`src/rtl/sound_sequencer_if.sv`:
```
// Event/clip handshake between game logic and the sound sequencer, plus the
// clip selection type shared with the audio player.
package sound_pkg;
  typedef enum logic [2:0] {
    SOUND_GAME_PLAY = 3'd0,
    SOUND_LOADING   = 3'd1,
    SOUND_READY     = 3'd2,
    SOUND_FAIL      = 3'd3,
    SOUND_WIN       = 3'd4
  } sound_t;
endpackage

interface sound_if;
  logic              evt_intro;
  logic              evt_ready;
  logic              evt_chomp;
  logic              evt_death;
  logic              evt_win;
  logic              mute;
  sound_pkg::sound_t sound_type;
  logic              clk_8KHZ;
  logic              en;
  logic              clip_start;
  logic              busy;

  modport master (
    output evt_intro, evt_ready, evt_chomp, evt_death, evt_win, mute,
    input  sound_type, clk_8KHZ, en, clip_start, busy
  );

  modport slave (
    input  evt_intro, evt_ready, evt_chomp, evt_death, evt_win, mute,
    output sound_type, clk_8KHZ, en, clip_start, busy
  );
endinterface

```
`src/rtl/sound_sequencer.sv`:
```
// Turns game-event pulses into a timed, prioritised clip selection plus an
// 8 kHz sample strobe for the audio player.
module sound_sequencer #(
  parameter int CLK_DIV       = 3125,
  parameter int CHOMP_SAMPLES = 5735,
  parameter int INTRO_SAMPLES = 12279,
  parameter int DEATH_SAMPLES = 33735,
  parameter int WIN_SAMPLES   = 16000
) (
  input  logic   clk_25MHZ,
  input  logic   rst_n,
  sound_if.slave bus
);
  import sound_pkg::*;

  localparam int DIV_W = (CLK_DIV > 1) ? $clog2(CLK_DIV) : 1;
  localparam logic [DIV_W-1:0] DIV_LAST = DIV_W'(CLK_DIV - 1);

  localparam logic [15:0] CHOMP_LAST = 16'(CHOMP_SAMPLES - 1);
  localparam logic [15:0] INTRO_LAST = 16'(INTRO_SAMPLES - 1);
  localparam logic [15:0] DEATH_LAST = 16'(DEATH_SAMPLES - 1);
  localparam logic [15:0] WIN_LAST   = 16'(WIN_SAMPLES - 1);

  // The sample counter is 16 bits wide; longer clips cannot be timed.
  if (CHOMP_SAMPLES >= 65536 || INTRO_SAMPLES >= 65536 ||
      DEATH_SAMPLES >= 65536 || WIN_SAMPLES >= 65536) begin : g_len_check
    $error("sound_sequencer: clip length parameter must be below 65536");
  end

  typedef enum logic [2:0] {
    ST_IDLE, ST_INTRO, ST_READY, ST_CHOMP, ST_DEATH, ST_WIN
  } state_t;

  state_t           state, state_nxt, req_state;
  logic             req_vld, accept, start_nxt;
  logic [15:0]      samp_cnt, samp_nxt;
  logic [DIV_W-1:0] div_cnt;

  function automatic logic [2:0] prio_of(state_t s);
    case (s)
      ST_DEATH: prio_of = 3'd4;
      ST_WIN:   prio_of = 3'd3;
      ST_INTRO: prio_of = 3'd2;
      ST_READY: prio_of = 3'd1;
      default:  prio_of = 3'd0;
    endcase
  endfunction

  function automatic logic [15:0] last_of(state_t s);
    case (s)
      ST_INTRO: last_of = INTRO_LAST;
      ST_READY: last_of = INTRO_LAST;
      ST_CHOMP: last_of = CHOMP_LAST;
      ST_DEATH: last_of = DEATH_LAST;
      ST_WIN:   last_of = WIN_LAST;
      default:  last_of = 16'd0;
    endcase
  endfunction

  function automatic sound_t sound_of(state_t s);
    case (s)
      ST_INTRO: sound_of = SOUND_LOADING;
      ST_READY: sound_of = SOUND_READY;
      ST_DEATH: sound_of = SOUND_FAIL;
      ST_WIN:   sound_of = SOUND_WIN;
      default:  sound_of = SOUND_GAME_PLAY;
    endcase
  endfunction

  function automatic logic en_of(state_t s);
    case (s)
      ST_INTRO, ST_READY, ST_CHOMP, ST_DEATH: en_of = 1'b1;
      default:                                en_of = 1'b0;
    endcase
  endfunction

  // Free-running strobe divider; events never disturb its phase.
  always_ff @(posedge clk_25MHZ or negedge rst_n) begin
    if (!rst_n) begin
      div_cnt      <= '0;
      bus.clk_8KHZ <= 1'b0;
    end else if (div_cnt == DIV_LAST) begin
      div_cnt      <= '0;
      bus.clk_8KHZ <= 1'b1;
    end else begin
      div_cnt      <= div_cnt + DIV_W'(1);
      bus.clk_8KHZ <= 1'b0;
    end
  end

  always_comb begin
    req_vld   = 1'b1;
    req_state = ST_IDLE;
    state_nxt = state;
    samp_nxt  = samp_cnt;
    start_nxt = 1'b0;

    if (bus.evt_death)      req_state = ST_DEATH;
    else if (bus.evt_win)   req_state = ST_WIN;
    else if (bus.evt_intro) req_state = ST_INTRO;
    else if (bus.evt_ready) req_state = ST_READY;
    else if (bus.evt_chomp) req_state = ST_CHOMP;
    else                    req_vld   = 1'b0;

    accept = req_vld && (state == ST_IDLE || prio_of(req_state) >= prio_of(state));

    // A fresh acceptance wins over the end-of-clip return to idle.
    if (accept) begin
      state_nxt = req_state;
      samp_nxt  = 16'd0;
      start_nxt = 1'b1;
    end else if (state != ST_IDLE && bus.clk_8KHZ) begin
      if (samp_cnt == last_of(state)) begin
        state_nxt = ST_IDLE;
        samp_nxt  = 16'd0;
      end else begin
        samp_nxt  = samp_cnt + 16'd1;
      end
    end
  end

  always_ff @(posedge clk_25MHZ or negedge rst_n) begin
    if (!rst_n) begin
      state          <= ST_IDLE;
      samp_cnt       <= 16'd0;
      bus.sound_type <= SOUND_GAME_PLAY;
      bus.en         <= 1'b0;
      bus.busy       <= 1'b0;
      bus.clip_start <= 1'b0;
    end else begin
      state          <= state_nxt;
      samp_cnt       <= samp_nxt;
      bus.sound_type <= sound_of(state_nxt);
      bus.en         <= en_of(state_nxt) & ~bus.mute;
      bus.busy       <= (state_nxt != ST_IDLE);
      bus.clip_start <= start_nxt;
    end
  end
endmodule

```
`src/flat_wrapper.sv`:
```
// flat-port wrapper written by rule: the top's interface ports become plain ports
module sound_sequencer_flat import sound_pkg::*;
#(
  parameter int CLK_DIV       = 3125,
  parameter int CHOMP_SAMPLES = 5735,
  parameter int INTRO_SAMPLES = 12279,
  parameter int DEATH_SAMPLES = 33735,
  parameter int WIN_SAMPLES   = 16000
)
  (clk_25MHZ, rst_n, bus_evt_intro, bus_evt_ready, bus_evt_chomp, bus_evt_death, bus_evt_win, bus_mute, bus_sound_type, bus_clk_8KHZ, bus_en, bus_clip_start, bus_busy);
  sound_if bus_i ();
  input  logic clk_25MHZ;
  input  logic rst_n;
  input wire logic [$bits(bus_i.evt_intro)-1:0] bus_evt_intro;
  input wire logic [$bits(bus_i.evt_ready)-1:0] bus_evt_ready;
  input wire logic [$bits(bus_i.evt_chomp)-1:0] bus_evt_chomp;
  input wire logic [$bits(bus_i.evt_death)-1:0] bus_evt_death;
  input wire logic [$bits(bus_i.evt_win)-1:0] bus_evt_win;
  input wire logic [$bits(bus_i.mute)-1:0] bus_mute;
  output wire logic [$bits(bus_i.sound_type)-1:0] bus_sound_type;
  output wire logic [$bits(bus_i.clk_8KHZ)-1:0] bus_clk_8KHZ;
  output wire logic [$bits(bus_i.en)-1:0] bus_en;
  output wire logic [$bits(bus_i.clip_start)-1:0] bus_clip_start;
  output wire logic [$bits(bus_i.busy)-1:0] bus_busy;
  assign bus_i.evt_intro = bus_evt_intro;
  assign bus_i.evt_ready = bus_evt_ready;
  assign bus_i.evt_chomp = bus_evt_chomp;
  assign bus_i.evt_death = bus_evt_death;
  assign bus_i.evt_win = bus_evt_win;
  assign bus_i.mute = bus_mute;
  assign bus_sound_type = bus_i.sound_type;
  assign bus_clk_8KHZ = bus_i.clk_8KHZ;
  assign bus_en = bus_i.en;
  assign bus_clip_start = bus_i.clip_start;
  assign bus_busy = bus_i.busy;
  sound_sequencer #(.CLK_DIV(CLK_DIV), .CHOMP_SAMPLES(CHOMP_SAMPLES), .INTRO_SAMPLES(INTRO_SAMPLES), .DEATH_SAMPLES(DEATH_SAMPLES), .WIN_SAMPLES(WIN_SAMPLES)) u_core (.clk_25MHZ(clk_25MHZ), .rst_n(rst_n), .bus(bus_i));
endmodule
```
`config.mk`:
```
export PLATFORM = sky130hd
export DESIGN_NAME = sound_sequencer_flat
export DESIGN_NICKNAME = d
export VERILOG_FILES = /design/src/rtl/sound_sequencer_if.sv /design/src/rtl/sound_sequencer.sv /design/src/flat_wrapper.sv
export SDC_FILE = /design/constraint.sdc
export NUM_CORES = 1
export LEC_CHECK = 0
export ABC_AREA = 1
export BUFFER_PORTS_ARGS = -buffer_cell sky130_fd_sc_hd__buf_2
export CAP_MARGIN = 20
export CORE_MARGIN = 2
export CORE_UTILIZATION = 43
export CTS_CLUSTER_SIZE = 10
export DETAILED_ROUTE_END_ITERATION = 10
export PLACE_DENSITY = 0.61
export SYNTH_ARGS = -nofsm -noshare
export SYNTH_HDL_FRONTEND = slang
export SYNTH_SLANG_ARGS = --single-unit
```
`constraint.sdc`:
```
create_clock -name clk_25MHZ -period 2 [get_ports clk_25MHZ]
set_input_delay 0.2 -clock clk_25MHZ [delete_from_list [all_inputs] [get_ports clk_25MHZ]]
set_output_delay 0.2 -clock clk_25MHZ [all_outputs]
set_load 0.01 [all_outputs]
```
==> results of run 1 <==
## through the flow
step	area (sq um)	setup TNS (ns)	total power (uW)	worst slack [ns]
after floorplan	2320	0	1890	0.00980
after global placement	2690	-2.75	2630	-0.194
after detailed placement	2690	-4.87	2640	-0.267
after CTS	2960	0	3650	0.000933
after global routing	3080	-2.35	4110	-0.149
final	3080	0	3820	0.0115
## final timing paths
| kind | to | start | slack [ns] | cells after the start |
|---|---|---|---|---|
| setup / recovery | u_core.bus.sound_type[1] | u_core.state[1] | 0.01 | 10 |
| hold / removal | u_core.div_cnt[10] | rst_n | 0.008 | 1 |
| setup reg to reg | u_core.bus.sound_type[1] | u_core.state[1] | 0.01 | 10 |
| hold reg to reg | u_core.div_cnt[0] | u_core.div_cnt[0] | 0.47 | 1 |
| max in group asynchronous | u_core.state[0] | rst_n | 1.42 | 1 |
| min in group clk_25MHZ | u_core.bus.en | bus_mute | 0.13 | 4 |
## synthesized netlist by cell type, types with 2 or more instances
| cell | number |
|---|---|
| sky130_fd_sc_hd__a21oi_4 | 2 |
| sky130_fd_sc_hd__nand4_1 | 7 |
| sky130_fd_sc_hd__dfrtp_1 | 38 |
| sky130_fd_sc_hd__o2bb2ai_1 | 2 |
| sky130_fd_sc_hd__nand2_2 | 8 |
| sky130_fd_sc_hd__buf_2 | 3 |
| sky130_fd_sc_hd__xor2_1 | 13 |
| sky130_fd_sc_hd__o32ai_1 | 2 |
| sky130_fd_sc_hd__nor2_2 | 2 |
| sky130_fd_sc_hd__inv_1 | 35 |
| sky130_fd_sc_hd__a21oi_1 | 10 |
| sky130_fd_sc_hd__nor2_4 | 2 |
| sky130_fd_sc_hd__xnor2_1 | 3 |
| sky130_fd_sc_hd__nor2_1 | 37 |
| sky130_fd_sc_hd__nor3_1 | 4 |
| sky130_fd_sc_hd__ha_1 | 6 |
| sky130_fd_sc_hd__nand3_1 | 28 |
| sky130_fd_sc_hd__o21ai_0 | 11 |
| sky130_fd_sc_hd__nand2_1 | 60 |
| sky130_fd_sc_hd__inv_2 | 3 |
| sky130_fd_sc_hd__o21ai_2 | 2 |
| sky130_fd_sc_hd__nand3b_1 | 2 |
## worst reg2reg max path, stage by stage (launching register included)
cell and delay [ns]:
sky130_fd_sc_hd__dfrtp_2 0.46, sky130_fd_sc_hd__nor2_4 0.13, sky130_fd_sc_hd__nand2_2 0.08, sky130_fd_sc_hd__ha_4 0.28, sky130_fd_sc_hd__nand2_1 0.06, sky130_fd_sc_hd__o2111ai_2 0.20, sky130_fd_sc_hd__nand2_4 0.12, sky130_fd_sc_hd__buf_6 0.15
sky130_fd_sc_hd__o21ai_4 0.21, sky130_fd_sc_hd__nand3_1 0.13, sky130_fd_sc_hd__o21ai_1 0.10
## logic make-up (layout without fill, tap and decap cells)
| family | count (synthesis) | in the layout | share of synthesized area, % |
|---|---|---|---|
| xor gates and xnor gates | 16 | 16 | 6.10 |
| buffers and inverters | 44 | 97 | 7.84 |
| AOI/OAI and AO/OA | 33 | 33 | 9.48 |
| and+or+nand+nor | 157 | 158 | 31.9 |
| adders and majority gates | 6 | 6 | 3.27 |
| DFF | 38 | 38 | 41.4 |
## layer usage
metal / share of wire (%) / vias to the layer above
met2: 45 / 49
met1: 49 / 943
li1: - / 1066
met3: 4.5 / 8
met4: 1.7 / 0
met5: 0 / -
## where the power goes
part           internal [uW]  total (uW)  switching [uW]
clock network            500         786             287
logic                   1010        2110            1090
registers                855         926            70.5
## area by class of cell
type	count	share of cell area [%]
multi-input cells	213	44.3
clock inverters	3	2.24
well taps	70	2.85
clock buffers	5	2.24
repair buffers	51	12.6
inverters	38	4.72
flip-flops and latches	38	31.1
## registers in the layout, summed over array words and instances, names as in the netlist
name,flops
u_core.samp_cnt,16
u_core.div_cnt,12
u_core.bus.sound_type,3
u_core.state,3
u_core.bus.busy,1
u_core.bus.clip_start,1
u_core.bus.clk_8KHZ,1
u_core.bus.en,1
## what timing repair did
item,CTS,global route
hold endpoints to repair,0,0
setup endpoints to repair,20,24
setup buffers,3,2
cloned,0,1
pin swaps,8,3
gates resized for setup,27,27
==> out/results.txt, run 1 <==
GR Util met2 -> 26.9%
Iteration count of the initial detailed-routing pass -> 4
Global-route wire length before repair -> 8700 microns
Min cycle time layout -> 1.99 ns
Arrival time reported for the critical path endpoint -> 2.21 ns
Core Footprint -> 5140 sq um
CTS tree -> built
Commonest cells after routing, fill and taps aside -> sky130_fd_sc_hd__nand2_1 (55), sky130_fd_sc_hd__dfrtp_1 (34), sky130_fd_sc_hd__inv_1 (33)
Initial core utilization -> 44.7%
Result of the run -> finished, final reports clean
Clock latency reported for the late side of the worst-skew pair -> 0.29 ns
Layout Nets -> 361
Sequential share of the synthesized area -> 41.4%
Number of pins with negative max-slew slack in the final report -> 0
Half-perimeter wire length after placement -> 3470 microns
Cell family with most CP delay -> simple AND/OR/NAND/NOR gates
Synthesis-to-finish area growth -> 33.9%
GR met3 Demand/Resource -> 4.00%
Maximum fanout along the worst path -> 7
Count of maximum capacitance violations -> 0
Fraction of the core area covered by cells at the end of the flow -> 59.8%
Buffers plus inverters on the worst setup path -> 1
Number of buffers inserted during clock tree synthesis -> 5
Actual transition at the worst max-transition pin -> 0.840 ns
Number of warnings issued by yosys -> 0
Area taken by multi-input logic gates -> 1360 sq um
Cell Area, Synth -> 2300 sq um
Count of routing violations after the opening detailed-route iteration -> 128
CP endpoint kind -> flop
Leakage Power -> 0.00144 uW
Number of flops mapped to enable cells by yosys -> 0
Final worst clock skew -> 0.00238 ns
Cts-stage hold buffer count -> 0
Max_slew headroom -> 44.0%
Number of diodes added for antenna fixing -> 0
Number of antenna violations at the first check in global routing -> 0
Fraction of final layout cells with drive strength greater than 1 -> 33.9%
Crit path launch type -> flop
Critical path type -> flop to flop
Final antenna-violating net count -> 0
FILL cells -> 479
Main area contributors after synthesis -> sky130_fd_sc_hd__dfrtp_1 (41%), sky130_fd_sc_hd__nand2_1 (9.8%), sky130_fd_sc_hd__nand3_1 (6.1%)
Chip width -> 77.1 microns
Weighted congestion at the end of routability-driven global placement -> 0.793
GRT met1 Usage -> 26.4%
Clock transition at the register clock pins on the worst setup and hold paths after CTS -> 0.08 ns
Most common cell after layout, fill and taps aside -> sky130_fd_sc_hd__nand2_1
Post-route fraction of the period consumed by the critical path -> 99.4%
Maximum VDD drop -> 0.467 mV
TritonCTS Sinks -> 38
Post-route DRC -> 0
Flop and latch count out of synthesis -> 38
Die Y -> 77.1 microns
Layer with the highest usage after global routing -> met2
Routed wire per std cell -> 11.9 microns
Instance count after placement with tap cells included -> 404
Number of distinct library cell variants in the gate-level netlist after synthesis -> 36
Synth top area share -> 41.4%
Worst path cell trace -> nor2_4 -> nand2_2 -> ha_4 -> nand2_1 -> o2111ai_2 -> nand2_4 -> buf_6 -> o21ai_4 -> nand3_1 -> o21ai_1
Synth area leader -> sky130_fd_sc_hd__dfrtp_1
Syn Nets -> 308
Pwr/cell area -> 1240 nW/um^2
Req. time, crit path -> 2.22 ns
Root Buffer -> sky130_fd_sc_hd__clkbuf_8
Non-filler cells in the finished layout -> 418
Max Clk Rate -> 503 MHz
Port-buffer cells -> 14
Mapped Avg Cell Area -> 7.81 sq um
Endpoints failing setup -> 0
Highest cell delay on the worst timing path -> 0.46 ns
Minimum hold slack -> 0.00831 ns
Level count of the clock H-tree -> 2
GR Overflow Total -> 0
Via density per instance -> 4.94
Total Routed Length -> 4960 microns
Hold WC Path Type -> primary input to async pin
Worst-path cell with the longest stage delay -> sky130_fd_sc_hd__dfrtp_2
Largest net degree at the start of global routing -> 39
Global router's overall resource usage -> 18.3%
Cells after Synth -> 294
Fraction of synthesis flops using an asynchronous set or reset pin -> 100%
RSZ-0062 raised after global routing -> true
Final hold viol count -> 0
Most used flip-flop cell after synthesis -> sky130_fd_sc_hd__dfrtp_1
Via count of the first global-routing pass -> 1913
Count of vias placed by the detailed router -> 2066
Number of core rows -> 26
I/O pin cnt -> 15
Longest Clk Path Bufs -> 2
Footprint of the flip-flops and latches -> 956 sq um
Die ar. -> 5940 sq um
Power figures use the tool's default switching activity.
==> run 2: changes to the inputs <==
--- a/config.mk
+++ b/config.mk
@@ -8,11 +8,14 @@
 export ABC_AREA = 1
 export BUFFER_PORTS_ARGS = -buffer_cell sky130_fd_sc_hd__buf_2
 export CAP_MARGIN = 20
+export CELL_PAD_IN_SITES_DETAIL_PLACEMENT = 1
+export CELL_PAD_IN_SITES_GLOBAL_PLACEMENT = 1
+export CORE_ASPECT_RATIO = 0.75
 export CORE_MARGIN = 2
-export CORE_UTILIZATION = 43
-export CTS_CLUSTER_SIZE = 10
+export CORE_UTILIZATION = 40
+export CTS_CLUSTER_SIZE = 25
 export DETAILED_ROUTE_END_ITERATION = 10
-export PLACE_DENSITY = 0.61
+export PLACE_DENSITY = 0.73
 export SYNTH_ARGS = -nofsm -noshare
 export SYNTH_HDL_FRONTEND = slang
 export SYNTH_SLANG_ARGS = --single-unit
==> run 2 against run 1 <==
Compared with the run above: fmax down 6.7%; global-route usage up 4.0 points; the run now ends with negative setup slack left; sequential power down 0.4%; final area up 0.20%; wire length up 43%; first-iteration DRC count down 30%; critical path depth up 2; die area up 7.2%; largest cell class unchanged; clock-buffer cell count up 1; critical path type unchanged.
==> out/results.txt, run 2 (synthesis gave the netlist of run 1 again) <==
Layout Nets -> 368
Half-perimeter wire length after placement -> 4740 microns
FILL cells -> 669
Worst hold endpoint -> u_core.bus.en
Critical path type -> flop to flop
Final hold viol count -> 0
Weighted congestion at the end of routability-driven global placement -> 0.826
Global-route wire length before repair -> 11400 microns
Die ar. -> 6370 sq um
Switch share -> 40.1%
Port-buffer cells -> 14
Clock latency reported for the late side of the worst-skew pair -> 0.29 ns
Instance count after placement with tap cells included -> 415
Cell depth of the worst flop-to-flop path -> 12
Total Routed Length -> 7090 microns
Leakage Power -> 0.00146 uW
Failing checks -> negative setup slack
Final antenna-violating net count -> 0
Die Y -> 69.6 microns
Chip width -> 91.5 microns
Setup Total Neg Slack -> -1.01 ns
Flop-to-flop setup slack -> -0.13 ns
Arrival time reported for the critical path endpoint -> 2.36 ns
Share of total power in the clock network -> 20.6%
Post-layout worst setup margin -> -0.130 ns
Cell Int Power -> 2350 uW
Number of diodes added for antenna fixing -> 0
Clock transition at the register clock pins on the worst setup and hold paths after CTS -> 0.08 ns
Sequential group share of total power -> 23.5%
Largest registers in the final layout -> u_core.samp_cnt (16), u_core.div_cnt (12)
Result of the run -> finished with violations
Post-route fraction of the period consumed by the critical path -> 107%
Footprint of the flip-flops and latches -> 955 sq um
Final worst clock skew -> 0.00639 ns
Req. time, crit path -> 2.23 ns
Count of routing violations after the opening detailed-route iteration -> 89
Longest Clk Path Bufs -> 2
Maximum VDD drop -> 0.485 mV
Worst reg2reg endpoint -> u_core.bus.sound_type[2]
Hold WC Path Type -> primary input to flop
CTS tree -> built
Area taken by multi-input logic gates -> 1310 sq um
Fraction of final layout cells with drive strength greater than 1 -> 32.7%
I/O pin cnt -> 15
Actual transition at the worst max-transition pin -> 0.527 ns
Non-filler cells in the finished layout -> 430
Count of maximum capacitance violations -> 0
Initial core utilization -> 42.2%
Count of vias placed by the detailed router -> 2197
Maximum fanout along the worst path -> 5
Total power draw -> 3920 uW
Synthesis-to-finish area growth -> 34.2%
Endpoints failing setup -> 17
CP endpoint kind -> flop
Max_slew headroom -> 64.8%
GR Overflow Total -> 0
Largest net degree at the start of global routing -> 39
Via count of the first global-routing pass -> 2330
Iteration count of the initial detailed-routing pass -> 4
Crit path launch type -> flop
Minimum hold slack -> 0.131 ns
Level count of the clock H-tree -> 2
Number of antenna violations at the first check in global routing -> 0
Critical hold path startpoint -> bus_mute
Most common cell after layout, fill and taps aside -> sky130_fd_sc_hd__nand2_1
Core Footprint -> 5440 sq um
Root Buffer -> sky130_fd_sc_hd__clkbuf_8
Global router's overall resource usage -> 22.3%
Net Sw Power -> 1570 uW
Via density per instance -> 5.11
Largest register FFs -> 16
Number of pins with negative max-slew slack in the final report -> 0
Routed wire per std cell -> 16.5 microns
Pwr/cell area -> 1270 nW/um^2
Register with the most flip-flops -> u_core.samp_cnt
Number of core rows -> 23
TritonCTS Sinks -> 38
Post-route DRC -> 0
RSZ-0062 raised after global routing -> true
Commonest cells after routing, fill and taps aside -> sky130_fd_sc_hd__nand2_1 (57), sky130_fd_sc_hd__buf_4 (39), sky130_fd_sc_hd__dfrtp_1 (35)
Combinational fraction of design power -> 55.9%
Min cycle time layout -> 2.13 ns
Hold path depth -> 4
Max Clk Rate -> 469 MHz
Number of buffers inserted during clock tree synthesis -> 5
Launch point of the worst reg-to-reg path -> u_core.state[1]
run 2: what timing repair did:
item                                   4_1_cts  5_1_grt
pin swaps                                    5        2
hold buffers                                 1        0
buffers inserted                             0        6
endpoints found under the hold margin       38        0
resized for setup                           14       23
setup endpoints to repair                   20       25
run 2: stage by stage:
| step | area, sq um | setup slack, ns | utilization [%] |
|---|---|---|---|
| global route | 3080 | -0.273 | 56.7 |
| finish | 3080 | -0.130 | 56.7 |
| CTS | 2940 | -0.0519 | 54.0 |
| global placement | 2740 | -0.203 | 50.4 |
| detailed placement | 2740 | -0.316 | 50.4 |
| floorplan | 2320 | 0.00980 | - |
run 2: final cells by class:
type                            count  area share, %
Inverter                           38           4.79
Multi-Input combinational cell    212           42.3
Tap cell                           75           3.05
Clock inverter                      2           1.95
Sequential cell                    38           31.0
Timing Repair Buffer               59           14.2
Clock buffer                        6           2.68
run 2: worst max-delay path by stage:
stage                          from                        to  slack, ns  cells past startpoint
finish              u_core.state[1]  u_core.bus.sound_type[2]      -0.13                     12
global route        u_core.state[1]             u_core.bus.en      -0.27                     14
CTS                 u_core.state[0]             u_core.bus.en      -0.05                     14
detailed placement      bus_evt_win             u_core.bus.en      -0.32                     16
global placement        bus_evt_win             u_core.bus.en      -0.20                     16
floorplan           u_core.state[1]  u_core.bus.sound_type[2]       0.01                     12
run 2: worst max-delay path, stage by stage (launching register included):
cell and delay, ns:
sky130_fd_sc_hd__dfrtp_2 0.46, sky130_fd_sc_hd__buf_4 0.18, sky130_fd_sc_hd__nand2_1 0.14, sky130_fd_sc_hd__nand3_1 0.15, sky130_fd_sc_hd__nand2_1 0.09, sky130_fd_sc_hd__nand2_1 0.05, sky130_fd_sc_hd__nor2_1 0.09, sky130_fd_sc_hd__nand2_1 0.10
sky130_fd_sc_hd__nor2_4 0.12, sky130_fd_sc_hd__nand3_4 0.12, sky130_fd_sc_hd__a21oi_4 0.27, sky130_fd_sc_hd__buf_4 0.15, sky130_fd_sc_hd__and3_1 0.15
run 2: metal layers:
metal,GRT usage (%),routed length (microns),vias up
li1,-,-,1064
met1,32.3,3390,1094
met2,35.1,3410,27
met3,3.48,177,12
met4,4.71,110,0
met5,0,0,-
run 2: power groups by stage:
stage | Sequential [uW] | Clock, uW | Combinational (uW)
4_1_cts | 924 | 819 | 1860
3_3_place_gp | 929 | 0 | 1690
6_report | 922 | 808 | 2190
2_1_floorplan | 935 | 0 | 957
3_5_place_dp | 934 | 0 | 1750
5_1_grt | 935 | 859 | 2350
==> run 3: changes to the inputs <==
--- a/config.mk
+++ b/config.mk
@@ -12,10 +12,11 @@
 export CELL_PAD_IN_SITES_GLOBAL_PLACEMENT = 1
 export CORE_ASPECT_RATIO = 0.75
 export CORE_MARGIN = 2
-export CORE_UTILIZATION = 40
+export CORE_UTILIZATION = 43
 export CTS_CLUSTER_SIZE = 25
 export DETAILED_ROUTE_END_ITERATION = 10
-export PLACE_DENSITY = 0.73
+export HOLD_SLACK_MARGIN = 0.1
+export PLACE_DENSITY = 0.75
 export SYNTH_ARGS = -nofsm -noshare
 export SYNTH_HDL_FRONTEND = slang
 export SYNTH_SLANG_ARGS = --single-unit
==> constraint.sdc (replaced) <==
create_clock -name clk_25MHZ -period 2.4 [get_ports clk_25MHZ]
set_input_delay 0.24 -clock clk_25MHZ [delete_from_list [all_inputs] [get_ports clk_25MHZ]]
set_output_delay 0.24 -clock clk_25MHZ [all_outputs]
set_load 0.01 [all_outputs]
==> run 3 against run 2 <==
Compared with the run above: register-to-register slack better by 0.30 ns; critical endpoint is now u_core.samp_cnt[2]; global-route usage down 0.30 points; largest cell class unchanged; clock-buffer cell count unchanged; sequential power down 18%; the run now ends clean; wire length down 19%; total power down 37%; clock power down 31%; final area down 15%.
==> out/results.txt, run 3 (synthesis gave the netlist of run 1 again) <==
Port-buffer cells -> 14
Longest Clk Path Bufs -> 2
Min cycle time layout -> 2.23 ns
Iteration count of the initial detailed-routing pass -> 4
Arrival time reported for the critical path endpoint -> 2.45 ns
CP endpoint kind -> flop
Most common cell after layout, fill and taps aside -> sky130_fd_sc_hd__nand2_1
Clock latency reported for the late side of the worst-skew pair -> 0.29 ns
TritonCTS Sinks -> 38
Cell depth of the worst flop-to-flop path -> 12
Count of maximum capacitance violations -> 0
Count of vias placed by the detailed router -> 1984
Chip width -> 88.4 microns
Max_slew headroom -> 44.9%
Worst reg2reg endpoint -> u_core.samp_cnt[2]
Routed wire per std cell -> 14.7 microns
Result of the run -> finished, final reports clean
Critical path type -> flop to flop
Req. time, crit path -> 2.61 ns
Register with the most flip-flops -> u_core.samp_cnt
Commonest cells after routing, fill and taps aside -> sky130_fd_sc_hd__nand2_1 (59), sky130_fd_sc_hd__nor2_1 (37), sky130_fd_sc_hd__dfrtp_1 (37)
Total power draw -> 2470 uW
Level count of the clock H-tree -> 2
Hold path depth -> 4
Largest register FFs -> 16
Via count of the first global-routing pass -> 2012
Post-route DRC -> 0
Flop-to-flop setup slack -> 0.17 ns
Global router's overall resource usage -> 22.0%
Via density per instance -> 5.07
Hold WC Path Type -> primary input to flop
Minimum hold slack -> 0.176 ns
Final antenna-violating net count -> 0
CTS tree -> built
FILL cells -> 675
Layout Nets -> 330
Maximum fanout along the worst path -> 8
Number of buffers inserted during clock tree synthesis -> 5
Global-route wire length before repair -> 9830 microns
Half-perimeter wire length after placement -> 4380 microns
Final worst clock skew -> 0.00785 ns
Setup Total Neg Slack -> 0 ns
Post-layout worst setup margin -> 0.167 ns
Area taken by multi-input logic gates -> 1180 sq um
Die Y -> 67.3 microns
Post-route fraction of the period consumed by the critical path -> 93.0%
Footprint of the flip-flops and latches -> 952 sq um
Worst slack, placed -> -0.0621 ns
Worst hold endpoint -> u_core.bus.en
Root Buffer -> sky130_fd_sc_hd__clkbuf_8
Crit path launch type -> flop
Start point of the critical path -> u_core.state[2]
Actual transition at the worst max-transition pin -> 0.827 ns
Total Routed Length -> 5740 microns
Max Clk Rate -> 448 MHz
Die ar. -> 5950 sq um
Count of routing violations after the opening detailed-route iteration -> 98
Leakage Power -> 0.00123 uW
Core Footprint -> 5240 sq um
I/O pin cnt -> 15
Final hold viol count -> 0
Launch point of the worst reg-to-reg path -> u_core.state[2]
Clock transition at the register clock pins on the worst setup and hold paths after CTS -> 0.08 ns
GR Overflow Total -> 0
Number of pins with negative max-slew slack in the final report -> 0
Pwr/cell area -> 945 nW/um^2
Weighted congestion at the end of routability-driven global placement -> 0.849
Critical hold path startpoint -> bus_mute
Maximum VDD drop -> 0.433 mV
Number of core rows -> 23
Largest registers in the final layout -> u_core.samp_cnt (16), u_core.div_cnt (12)
Number of diodes added for antenna fixing -> 0
Number of antenna violations at the first check in global routing -> 0
Fraction of final layout cells with drive strength greater than 1 -> 16.8%
Largest net degree at the start of global routing -> 39
Initial core utilization -> 43.9%
Endpoints failing setup -> 0
Synthesis-to-finish area growth -> 13.5%
run 3: changes by cell type in the layout (fill, tap and decap cells not counted), moves of 4 or more:
cell	before	now
sky130_fd_sc_hd__nor2_2	7	2
sky130_fd_sc_hd__nand2_4	5	1
sky130_fd_sc_hd__nor2_1	30	37
sky130_fd_sc_hd__buf_6	4	0
sky130_fd_sc_hd__buf_4	39	6
run 3: worst max path at each step:
stage	cells past startpoint	slack [ns]	endpoint
final	12	0.17	u_core.samp_cnt[2]
after detailed placement	13	-0.06	u_core.samp_cnt[14]
after floorplan	13	0.29	u_core.bus.en
after global routing	12	-0.06	u_core.samp_cnt[2]
after global placement	14	0.16	u_core.samp_cnt[2]
after CTS	11	0.09	u_core.samp_cnt[2]
run 3: layer usage:
| metal | GRT usage, % | part of all wire, % |
|---|---|---|
| met1 | 34.2 | 54 |
| met3 | 4.77 | 3.4 |
| met5 | 0 | 0 |
| met2 | 30.8 | 42 |
| met4 | 5.30 | 0.87 |
run 3: area by class of cell:
class                           count  share of cell area (%)
Clock inverter                      1                    1.15
Timing Repair Buffer               21                    4.80
Inverter                           38                    5.47
Multi-Input combinational cell    212                    45.3
Sequential cell                    38                    36.5
Clock buffer                        6                    3.17
Tap cell                           75                    3.60
run 3: critical path: stages (launching register included):
cell and delay [ns]:
sky130_fd_sc_hd__dfrtp_1 0.50, sky130_fd_sc_hd__inv_2 0.12, sky130_fd_sc_hd__nand3_1 0.11, sky130_fd_sc_hd__nand2_1 0.07, sky130_fd_sc_hd__ha_1 0.27, sky130_fd_sc_hd__nand3_1 0.09
sky130_fd_sc_hd__o2111ai_1 0.13, sky130_fd_sc_hd__nand2_2 0.12, sky130_fd_sc_hd__buf_4 0.17, sky130_fd_sc_hd__nand2_2 0.09, sky130_fd_sc_hd__nor2_4 0.24, sky130_fd_sc_hd__o21ai_1 0.10
sky130_fd_sc_hd__o21ai_0 0.14
run 3: where the power goes:
part / leakage [uW] / internal (uW) / total [uW] / switching (uW)
combinational: 0.000673 / 391 / 1150 / 762
sequential: 0.000497 / 710 / 752 / 42.6
clock: 0.0000573 / 333 / 560 / 227
total: 0.00123 / 1430 / 2470 / 1030
run 3: per-stage QoR:
step	area, sq um	std cells	utilization, %
after floorplan	2300	294	-
after global placement	2460	382	47.0
after detailed placement	2460	382	47.0
after CTS	2590	390	49.4
after global routing	2610	391	49.8
final	2610	391	49.8
run 3: timing repair:
action	4_1_cts	5_1_grt
gates resized for setup	1	3
hold buffers	1	0
setup endpoints to repair	1	15
endpoints found under the hold margin	38	0
pin swaps	0	1
buffers inserted	0	1
cloned	0	0
